File: config.mk
export PLATFORM = sky130hd
export DESIGN_NAME = ks_adder_share_ctrl
export DESIGN_NICKNAME = d
export VERILOG_FILES = /design/src/rtl/ks_ctrl_pkg.sv /design/src/rtl/n_bit_pg_Kogge_Stone_A.sv /design/src/rtl/rr_arbiter.sv /design/src/rtl/ks_adder_share_ctrl.sv
export SDC_FILE = /design/constraint.sdc
export NUM_CORES = 1
export LEC_CHECK = 0
export BUFFER_PORTS_ARGS = -buffer_cell sky130_fd_sc_hd__buf_2
export CAP_MARGIN = 20
export CORE_AREA = 2 2 232 234
export DETAILED_ROUTE_END_ITERATION = 8
export DIE_AREA = 0 0 234 236
export GPL_TIMING_DRIVEN = 0
export SLEW_MARGIN = 15
export SYNTH_ARGS = -nofsm -noshare
export SYNTH_HDL_FRONTEND = slang
export SYNTH_SLANG_ARGS = --single-unit
File: constraint.sdc
create_clock -name clk -period 4.97 [get_ports clk]
set_input_delay 0.7455 -clock clk [delete_from_list [all_inputs] [get_ports clk]]
set_output_delay 0.7455 -clock clk [all_outputs]
set_load 0.03 [all_outputs]
File: src/rtl/ks_ctrl_pkg.sv
// Shared types and constants for the Kogge-Stone adder sharing controller.
package ks_ctrl_pkg;

  localparam int unsigned ADDER_W = 32;

  typedef enum logic [1:0] {IDLE, BUSY, DONE} ks_state_t;

  // Width of an index into n items; never narrower than one bit.
  function automatic int unsigned id_width(input int unsigned n);
    return (n > 1) ? $clog2(n) : 1;
  endfunction

endpackage

File: src/rtl/n_bit_pg_Kogge_Stone_A.sv
// N-bit Kogge-Stone prefix adder with carry-in folded into bit 0 generate.
module n_bit_pg_Kogge_Stone_A #(
  parameter int unsigned N = 32
) (
  input  logic [N-1:0] a,
  input  logic [N-1:0] b,
  input  logic         cin,
  output logic [N-1:0] sum,
  output logic         cout
);

  localparam int unsigned LOG = $clog2(N);

  logic [N-1:0] prop;
  logic [N-1:0] g [LOG+1];
  logic [N-1:0] p [LOG+1];

  always_comb begin
    prop    = a ^ b;
    g[0]    = a & b;
    g[0][0] = (a[0] & b[0]) | (prop[0] & cin);
    p[0]    = prop;
    for (int s = 0; s < int'(LOG); s++) begin
      for (int i = 0; i < int'(N); i++) begin
        if (i >= (1 << s)) begin
          g[s+1][i] = g[s][i] | (p[s][i] & g[s][i-(1<<s)]);
          p[s+1][i] = p[s][i] & p[s][i-(1<<s)];
        end else begin
          g[s+1][i] = g[s][i];
          p[s+1][i] = p[s][i];
        end
      end
    end
  end

  // Group generate over [i:0] already includes cin, so it is the carry into bit i+1.
  assign sum  = prop ^ {g[LOG][N-2:0], cin};
  assign cout = g[LOG][N-1];

endmodule

File: src/rtl/rr_arbiter.sv
// Combinational round-robin arbiter: lowest set request at or after ptr wins.
module rr_arbiter import ks_ctrl_pkg::*; #(
  parameter  int unsigned NREQ = 4,
  localparam int unsigned IDW  = id_width(NREQ)
) (
  input  logic [NREQ-1:0] req,
  input  logic [IDW-1:0]  ptr,
  output logic [NREQ-1:0] grant,
  output logic [IDW-1:0]  grant_idx
);

  logic [2*NREQ-1:0] dbl;
  logic [IDW:0]      pos;

  always_comb begin
    dbl       = {req, req} >> ptr;
    pos       = '0;
    grant     = '0;
    grant_idx = '0;
    // Scan downwards so the nearest request to ptr is the last one written.
    for (int j = int'(NREQ) - 1; j >= 0; j--) begin
      if (dbl[j]) pos = {1'b0, ptr} + (IDW+1)'(j);
    end
    if (|req) begin
      grant_idx = (pos >= (IDW+1)'(NREQ)) ? IDW'(pos - (IDW+1)'(NREQ)) : IDW'(pos);
      grant     = NREQ'(1) << grant_idx;
    end
  end

endmodule

File: src/rtl/ks_adder_share_ctrl.sv
// Shares one 32-bit Kogge-Stone adder among NREQ requesters; multi-word adds run
// word-serially with a registered carry and return a tagged result.
module ks_adder_share_ctrl import ks_ctrl_pkg::*; #(
  parameter  int unsigned NREQ  = 4,
  parameter  int unsigned WORDS = 2,
  localparam int unsigned IDW   = id_width(NREQ),
  localparam int unsigned W     = ADDER_W * WORDS
) (
  input  logic              clk,
  input  logic              reset,
  input  logic [NREQ-1:0]   req_valid,
  output logic [NREQ-1:0]   req_ready,
  input  logic [NREQ*W-1:0] req_a,
  input  logic [NREQ*W-1:0] req_b,
  input  logic [NREQ-1:0]   req_cin,
  output logic              rsp_valid,
  input  logic              rsp_ready,
  output logic [IDW-1:0]    rsp_id,
  output logic [W-1:0]      rsp_sum,
  output logic              rsp_cout,
  output logic              busy
);

  localparam int unsigned KW = id_width(WORDS);

  ks_state_t state_q, state_d;

  logic [IDW-1:0]                  ptr_q, id_q, ptr_nxt;
  logic [KW-1:0]                   k_q;
  logic [WORDS-1:0][ADDER_W-1:0]   a_q, b_q, sum_q;
  logic                            cin_q, carry_q;
  logic [NREQ-1:0]                 grant;
  logic [IDW-1:0]                  grant_idx;
  logic [W-1:0]                    a_sel, b_sel;
  logic                            cin_sel, add_cin, add_cout, k_last;
  logic [ADDER_W-1:0]              add_sum;

  rr_arbiter #(
    .NREQ (NREQ)
  ) u_arb (
    .req       (req_valid),
    .ptr       (ptr_q),
    .grant     (grant),
    .grant_idx (grant_idx)
  );

  always_comb begin
    a_sel   = '0;
    b_sel   = '0;
    cin_sel = 1'b0;
    for (int i = 0; i < int'(NREQ); i++) begin
      if (grant[i]) begin
        a_sel   = req_a[i*W +: W];
        b_sel   = req_b[i*W +: W];
        cin_sel = req_cin[i];
      end
    end
  end

  assign ptr_nxt = (grant_idx == IDW'(NREQ - 1)) ? '0 : grant_idx + IDW'(1);
  assign k_last  = (k_q == KW'(WORDS - 1));
  assign add_cin = (k_q == '0) ? cin_q : carry_q;

  n_bit_pg_Kogge_Stone_A #(
    .N (ADDER_W)
  ) u_adder (
    .a    (a_q[k_q]),
    .b    (b_q[k_q]),
    .cin  (add_cin),
    .sum  (add_sum),
    .cout (add_cout)
  );

  always_ff @(posedge clk) begin
    if (reset) state_q <= IDLE;
    else       state_q <= state_d;
  end

  always_comb begin
    state_d = state_q;
    unique case (state_q)
      IDLE:    if (|req_ready) state_d = BUSY;
      BUSY:    if (k_last)     state_d = DONE;
      DONE:    if (rsp_ready)  state_d = IDLE;
      default: state_d = IDLE;
    endcase
  end

  always_comb begin
    req_ready = '0;
    if (state_q == IDLE && !reset) req_ready = grant;
    rsp_valid = (state_q == DONE);
    busy      = (state_q != IDLE);
  end

  always_ff @(posedge clk) begin
    if (reset) begin
      ptr_q   <= '0;
      id_q    <= '0;
      k_q     <= '0;
      a_q     <= '0;
      b_q     <= '0;
      sum_q   <= '0;
      cin_q   <= 1'b0;
      carry_q <= 1'b0;
    end else begin
      if (state_q == IDLE && |req_ready) begin
        a_q   <= a_sel;
        b_q   <= b_sel;
        cin_q <= cin_sel;
        id_q  <= grant_idx;
        k_q   <= '0;
        ptr_q <= ptr_nxt;
      end
      if (state_q == BUSY) begin
        sum_q[k_q] <= add_sum;
        carry_q    <= add_cout;
        k_q        <= k_q + KW'(1);
      end
    end
  end

  // After the last word the registered carry is the carry-out of the full add.
  assign rsp_id   = id_q;
  assign rsp_sum  = sum_q;
  assign rsp_cout = carry_q;

endmodule

==> results.yml, run 1 <==
setup_path:
  rr_startpoint: "k_last"
  path_max_fanout: 10
  critical_path.slowest_cell: "sky130_fd_sc_hd__clkbuf_1"
  worstSetupStartpointType: "flip-flop"
  worst_path_required_ns: 5.43
  critical_path.top_delay_family: "compound AO/OA/AOI/OAI gates"
  critical-path-max-stage-delay_ns: 0.64
  worst_setup_path_startpoint: "k_last"
  reg2reg_depth: 13
  timing.critical_path.cells: "clkbuf_1 > clkbuf_2 > clkbuf_1 > mux2_2 > ha_1 > a21oi_1 > o211ai_1 > o211ai_1 > nand3_1 > a21boi_0 > xnor2_1 > nand2_1 > a21oi_1"
  number_of_cells_on_the_critical_path: 13
  worst_setup_end_kind: "flip-flop"
  arrival_ns: 4.96
  timing.critical_path.buf_inv: 3
  criticalPathCategory: "flip-flop to flip-flop"
clocking:
  cts_resized: 2
  cts_tree: "done"
  post_cts_hold_buffer_count: 0
  clk_path_buf_depth: 3
  cts_sinks: 201
  clock_latency_on_the_worst_skew_pair_ns: 0.54
  htree_levels: 1
  post_cts_setup_buffer_count: 0
  tritoncts.num_buffers: 24
  cts.reportedPaths.clkPinSlew_ns: 0.07
  cts-root-buf: "sky130_fd_sc_hd__clkbuf_16"
global_routing:
  globalRouteTotalUtil: 0.2809
  maximum_number_of_pins_on_one_net_before_global_route_repair: 15
  globalRouteOverflowTotal: 0
  grt_use_met1: 0.3471
  gr-usage-met2: 0.5003
  grt_most_used_layer: "met2"
  grt_first_pass_wirelength_um: 114400
  initial_antenna_violation_count: 14
  grt_util_met3: 0.03179
  first_global_vias: 17440
synthesis:
  post_synth_most_frequent_cells: "366 x sky130_fd_sc_hd__nand2_1, 201 x sky130_fd_sc_hd__dfxtp_1, 196 x sky130_fd_sc_hd__a21oi_1"
  netlist_instances: 1818
  yosys_warnings: 0
  synth_area_per_inst_um2: 7.584
  synth_flop_cell: "sky130_fd_sc_hd__dfxtp_1"
  mappedNetlistNets: 2374
  synthDistinctLibCells: 72
  synth-edff-count: 0
  synth.yosys.seq_area_share: 0.2918
  post-synth-top-count-cell: "sky130_fd_sc_hd__nand2_1"
  syn-cell-area_um2: 13790
  synth_async_sr_flop_share: 0
  synth_area_leader_cell: "sky130_fd_sc_hd__dfxtp_1"
  ys_top_cells_by_area: "sky130_fd_sc_hd__dfxtp_1 29%, sky130_fd_sc_hd__nand2_1 10%, sky130_fd_sc_hd__a311o_1 9.4%, sky130_fd_sc_hd__a211oi_1 7.6%, sky130_fd_sc_hd__a21oi_1 7.1%"
  ys_seq_elements: 201
  synth_top_area_frac: 0.2918
route:
  drt-total-wl_um: 80670
  drt-wirelength-per-cell_um: 25.51
  detailedRoute.firstIterationViolations: 1131
  route.detailed.vias_per_inst: 5.462
  drt_pre_antenna_iters: 5
  vias: 17270
  route.detailed.drc: 0
  route.antenna.remaining_nets: 0
placed_design:
  place.port_buffers: 594
  post_dp_cell_area_um2: 17630
  dp_cells: 3108
  detailedPlacementHpwl_um: 66330
  gp_congestion: 0.9128
floorplan:
  die_area_um2: 55220
  std_cell_rows: 85
  floorplan.initialDensity: 0.2598
  floorplan.core_area_um2: 53070
  fp.dieH_um: 236
  die_w_um: 234
  io-pin-count: 596
final_layout:
  drive_gt1_frac: 0.3165
  area_growth_pct: 34.32
  multi_input_area_um2: 8891
  num-fill-cells: 5752
  post-route-cell-area_um2: 18520
  finish.cell_count_without_fillers: 3162
  num-nets-final: 2995
  ff_latch_area_um2: 4024
sta:
  finalHoldWorstSlack_ns: 0.4534
  finalHoldViolations: 0
  timing.fmax_mhz: 221.9
  setup_viol_count_final: 0
  finClkSkew_ns: 0.01603
  grt_setup_unrepaired: "false"
  final-max-slew-violation-count: 0
  max_slew.worst_pin.slew_ns: 1.072
  worst_relative_slew_slack: 0.2856
  timing.final.crit_share: 0.9067
  post-route-min-period_ns: 4.506
status:
  result_of_the_run: "complete, no violations"
pwr:
  cellPowerDensity_nw_per_um2: 318.6
  ir_drop_v: 0.0002269
  power_leakage_nw: 8.238
hold_path:
  min_path_type: "flip-flop to flip-flop"
  whs_path_depth: 2
  timing.hold.worst.start: "a_q[12]"
flow_run:
  maximum_capacitance_violations: 0
[path summary, 6_finish.rpt]
path	endpoint	slack (ns)
setup / recovery	rsp_sum[28]	0.46
hold / removal	a_q[12]	0.45
setup reg to reg	rsp_sum[28]	0.46
hold reg to reg	a_q[12]	0.45
[routing by layer]
layer	part of all wire	up-vias	routed length, um
met3	0.057	138	4619
met1	0.41	8317	33460
met2	0.49	795	39750
met4	0.035	6	2799
met5	0.00051	-	41
li1	-	8016	-
[per-stage QoR]
| step | total power, mW | TNS, ns | utilization | worst slack (ns) |
|---|---|---|---|---|
| floorplan | 3.097 | 0 | - | 1.381 |
| global placement | 4.011 | -4.823 | 0.3322 | -0.4445 |
| detailed placement | 4.035 | -5.135 | 0.3322 | -0.4601 |
| CTS | 5.916 | 0 | 0.3481 | 0.05844 |
| global route | 6.162 | 0 | 0.3488 | 0.1028 |
| finish | 5.901 | 0 | 0.3490 | 0.4638 |
[worst register-to-register path: stages (launching register included)]
cell	delay (ns)
sky130_fd_sc_hd__dfxtp_1	0.31
sky130_fd_sc_hd__clkbuf_1	0.29
sky130_fd_sc_hd__clkbuf_2	0.37
sky130_fd_sc_hd__clkbuf_1	0.64
sky130_fd_sc_hd__mux2_2	0.48
sky130_fd_sc_hd__ha_1	0.39
sky130_fd_sc_hd__a21oi_1	0.46
sky130_fd_sc_hd__o211ai_1	0.24
sky130_fd_sc_hd__o211ai_1	0.26
sky130_fd_sc_hd__nand3_1	0.18
sky130_fd_sc_hd__a21boi_0	0.24
sky130_fd_sc_hd__xnor2_1	0.24
sky130_fd_sc_hd__nand2_1	0.17
sky130_fd_sc_hd__a21oi_1	0.16
[state kept, by name, summed over array words and instances (netlist names)]
register,count
rsp_id,2
a_q,64
k_last,1
ptr_q,2
cin_q,1
b_q,64
rsp_cout,1
state_q,2
rsp_sum,64
[cells in the final DEF (no fill, tap or decap), types with 5 or more instances in the layout]
master	instances
sky130_fd_sc_hd__a31oi_1	10
sky130_fd_sc_hd__inv_1	9
sky130_fd_sc_hd__nor3_1	8
sky130_fd_sc_hd__nand2b_1	11
sky130_fd_sc_hd__nor2b_1	6
sky130_fd_sc_hd__buf_4	7
sky130_fd_sc_hd__o211ai_1	6
sky130_fd_sc_hd__o21ai_0	21
sky130_fd_sc_hd__diode_2	11
sky130_fd_sc_hd__dfxtp_1	201
sky130_fd_sc_hd__a21o_1	11
sky130_fd_sc_hd__xor2_1	11
sky130_fd_sc_hd__buf_2	636
sky130_fd_sc_hd__and3_1	131
sky130_fd_sc_hd__a21oi_1	196
sky130_fd_sc_hd__xnor2_1	13
sky130_fd_sc_hd__clkbuf_1	135
sky130_fd_sc_hd__clkbuf_16	25
sky130_fd_sc_hd__nand4_1	7
sky130_fd_sc_hd__nor2_1	29
sky130_fd_sc_hd__ha_1	31
sky130_fd_sc_hd__nand3_1	145
sky130_fd_sc_hd__a211oi_1	139
sky130_fd_sc_hd__mux2_2	62
sky130_fd_sc_hd__nand3b_1	17
sky130_fd_sc_hd__a311o_1	129
sky130_fd_sc_hd__buf_6	5
sky130_fd_sc_hd__nand2_1	366
sky130_fd_sc_hd__buf_1	6
[area by class of cell]
type / instances / area share
diodes: 11 / 0.001486
plain buffers: 194 / 0.04580
clock buffers: 30 / 0.03641
clock inverters: 12 / 0.008783
inverters: 10 / 0.002027
multi-input cells: 1413 / 0.4801
flip-flops and latches: 201 / 0.2173
well taps: 696 / 0.04702
repair buffers: 595 / 0.1611
[kinds of logic (layout without fill, tap and decap cells)]
| group | count (synthesis) | in the layout | synth area share |
|---|---|---|---|
| other cells | 0 | 11 | 0 |
| compound gates | 548 | 548 | 0.2891 |
| xor+xnor | 24 | 24 | 0.01524 |
| flops | 201 | 201 | 0.2918 |
| buf+inv | 204 | 841 | 0.06406 |
| simple gates | 743 | 743 | 0.2559 |
| mux | 65 | 65 | 0.05281 |
| fa+ha+maj | 33 | 33 | 0.03103 |
[power by group]
part	internal [mW]	switching [mW]
clock network	1.12	0.754
registers	1.76	0.0871
logic	0.775	1.40
total	3.66	2.24
(Power assumes the default switching activity.)
==> inputs of run 2 (changes only) <==
==> constraint.sdc (replaced) <==
create_clock -name clk -period 5.7 [get_ports clk]
set_input_delay 0.855 -clock clk [delete_from_list [all_inputs] [get_ports clk]]
set_output_delay 0.855 -clock clk [all_outputs]
set_load 0.03 [all_outputs]
==> results.yml, run 2 (synthesized netlist as in run 1, its figures left out) <==
placed_design:
  detailedPlacementHpwl_um: 66330
  place.port_buffers: 594
  pre_cts_slack_ns: 0.2699
  gp_congestion: 0.9128
clocking:
  clock_latency_on_the_worst_skew_pair_ns: 0.54
  htree_levels: 1
  cts.reportedPaths.clkPinSlew_ns: 0.06
  post_cts_hold_buffer_count: 0
  tritoncts.num_buffers: 24
  cts_sinks: 201
  clk_path_buf_depth: 3
  cts-root-buf: "sky130_fd_sc_hd__clkbuf_16"
  cts_tree: "done"
pwr:
  ir_drop_v: 0.0001998
  cellPowerDensity_nw_per_um2: 278.1
  power_leakage_nw: 8.234
setup_path:
  critical-path-max-stage-delay_ns: 0.57
  worst_path_required_ns: 6.15
  arrival_ns: 5.48
  critical_path.slowest_cell: "sky130_fd_sc_hd__clkbuf_1"
  worstSetupStartpointType: "flip-flop"
  worst_setup_end_kind: "flip-flop"
  path_max_fanout: 10
  timing.critical_path.cells: "clkbuf_1 > clkbuf_1 > clkbuf_2 > mux2i_1 > fa_1 > inv_1 > fa_1 > a211oi_1 > o21bai_1 > o2111ai_1 > nand3_1 > a21boi_0 > xnor2_1 > nand2_1 > a21oi_1"
  criticalPathCategory: "flip-flop to flip-flop"
  reg2reg_depth: 15
route:
  drt-wirelength-per-cell_um: 25.53
  route.antenna.remaining_nets: 0
  vias: 17320
  route.detailed.vias_per_inst: 5.480
  route.detailed.drc: 0
  drt-total-wl_um: 80680
  detailedRoute.firstIterationViolations: 1075
  drt_pre_antenna_iters: 6
hold_path:
  whs_path_depth: 2
  min_path_type: "flip-flop to flip-flop"
flow_run:
  maximum_capacitance_violations: 0
global_routing:
  initial_antenna_violation_count: 14
  globalRouteTotalUtil: 0.2809
  first_global_vias: 17430
  grt_first_pass_wirelength_um: 114300
  maximum_number_of_pins_on_one_net_before_global_route_repair: 15
  globalRouteOverflowTotal: 0
status:
  result_of_the_run: "complete, no violations"
sta:
  setup_ws_ns: 0.6753
  timing.fmax_mhz: 199.0
  max_slew.worst_pin.slew_ns: 1.061
  finalHoldViolations: 0
  totalNegativeSetupSlack_ns: 0
  timing.final.crit_share: 0.8815
  grt_setup_unrepaired: "false"
  final-max-slew-violation-count: 0
  worst_relative_slew_slack: 0.2930
  setup_viol_count_final: 0
  finClkSkew_ns: 0.02296
  post-route-min-period_ns: 5.025
  finalHoldWorstSlack_ns: 0.4537
final_layout:
  area_growth_pct: 34.20
  num-fill-cells: 5755
  final_cell_mix: "635 x sky130_fd_sc_hd__buf_2, 366 x sky130_fd_sc_hd__nand2_1, 201 x sky130_fd_sc_hd__dfxtp_1"
  drive_gt1_frac: 0.3153
  num-nets-final: 2995
  fin_util: 0.3487
  mostFrequentLayoutCell: "sky130_fd_sc_hd__buf_2"
floorplan:
  std_cell_rows: 85
  io-pin-count: 596
  die_area_um2: 55220
  floorplan.core_area_um2: 53070
  floorplan.initialDensity: 0.2598
  die_w_um: 234
  fp.dieH_um: 236
-- run 2: changes by cell type in the layout (fill, tap and decap cells not counted), sizes merged --
| cell | previous run | this run |
|---|---|---|
| diode | 11 | 9 |
| buf | 654 | 653 |
| clkbuf | 165 | 166 |
-- run 2: repair_timing --
action,4_1_cts,5_1_grt
setup buffers,0,0
endpoints found under the setup margin,0,2
gates resized for setup,0,3
endpoints found under the hold margin,0,0
-- run 2: layout make-up --
class	count	area (um2)	area share
diodes	9	22.52	0.001217
plain buffers	194	847.1	0.04578
clock buffers	30	674.4	0.03645
clock inverters	12	162.7	0.008790
inverters	10	37.54	0.002029
multi-input cells	1413	8881	0.4800
flip-flops and latches	201	4024	0.2175
well taps	696	870.8	0.04706
repair buffers	595	2984	0.1613
-- run 2: stage by stage --
step	power, mW	cell area [um2]	std cells
3_3_place_gp	3.497	17630	3108
6_report	5.146	18500	3160
5_1_grt	5.372	18500	3158
2_1_floorplan	2.701	13790	1818
3_5_place_dp	3.518	17630	3108
4_1_cts	5.158	18470	3150
-- run 2: power by group --
group	internal (mW)	leakage [nW]	total (mW)	switching, mW
logic	0.675	6.19	1.90	1.22
clock network	0.981	0.405	1.64	0.659
registers	1.53	1.64	1.61	0.0759
total	3.19	8.23	5.15	1.96
-- run 2: worst paths after layout --
check | from | end | slack [ns]
min | rsp_sum[49] | rsp_sum[49] | 0.45
max reg2reg | k_last | rsp_sum[28] | 0.68
min reg2reg | rsp_sum[49] | rsp_sum[49] | 0.45
max | k_last | rsp_sum[28] | 0.68
-- run 2: layer usage --
metal	up-vias	track usage	part of all wire
li1	8004	-	-
met2	793	0.4985	0.49
met3	147	0.03179	0.055
met5	-	0	0.00051
met4	6	0.09820	0.038
met1	8368	0.3471	0.42
-- run 2: critical path: cells and delay by family (launching register included) --
family	cells	cell delay, ns
mux	1	0.52
buf+inv	4	1.42
simple gates	2	0.35
flops	1	0.31
compound gates	5	1.30
fa+ha+maj	2	0.77
xor+xnor	1	0.24
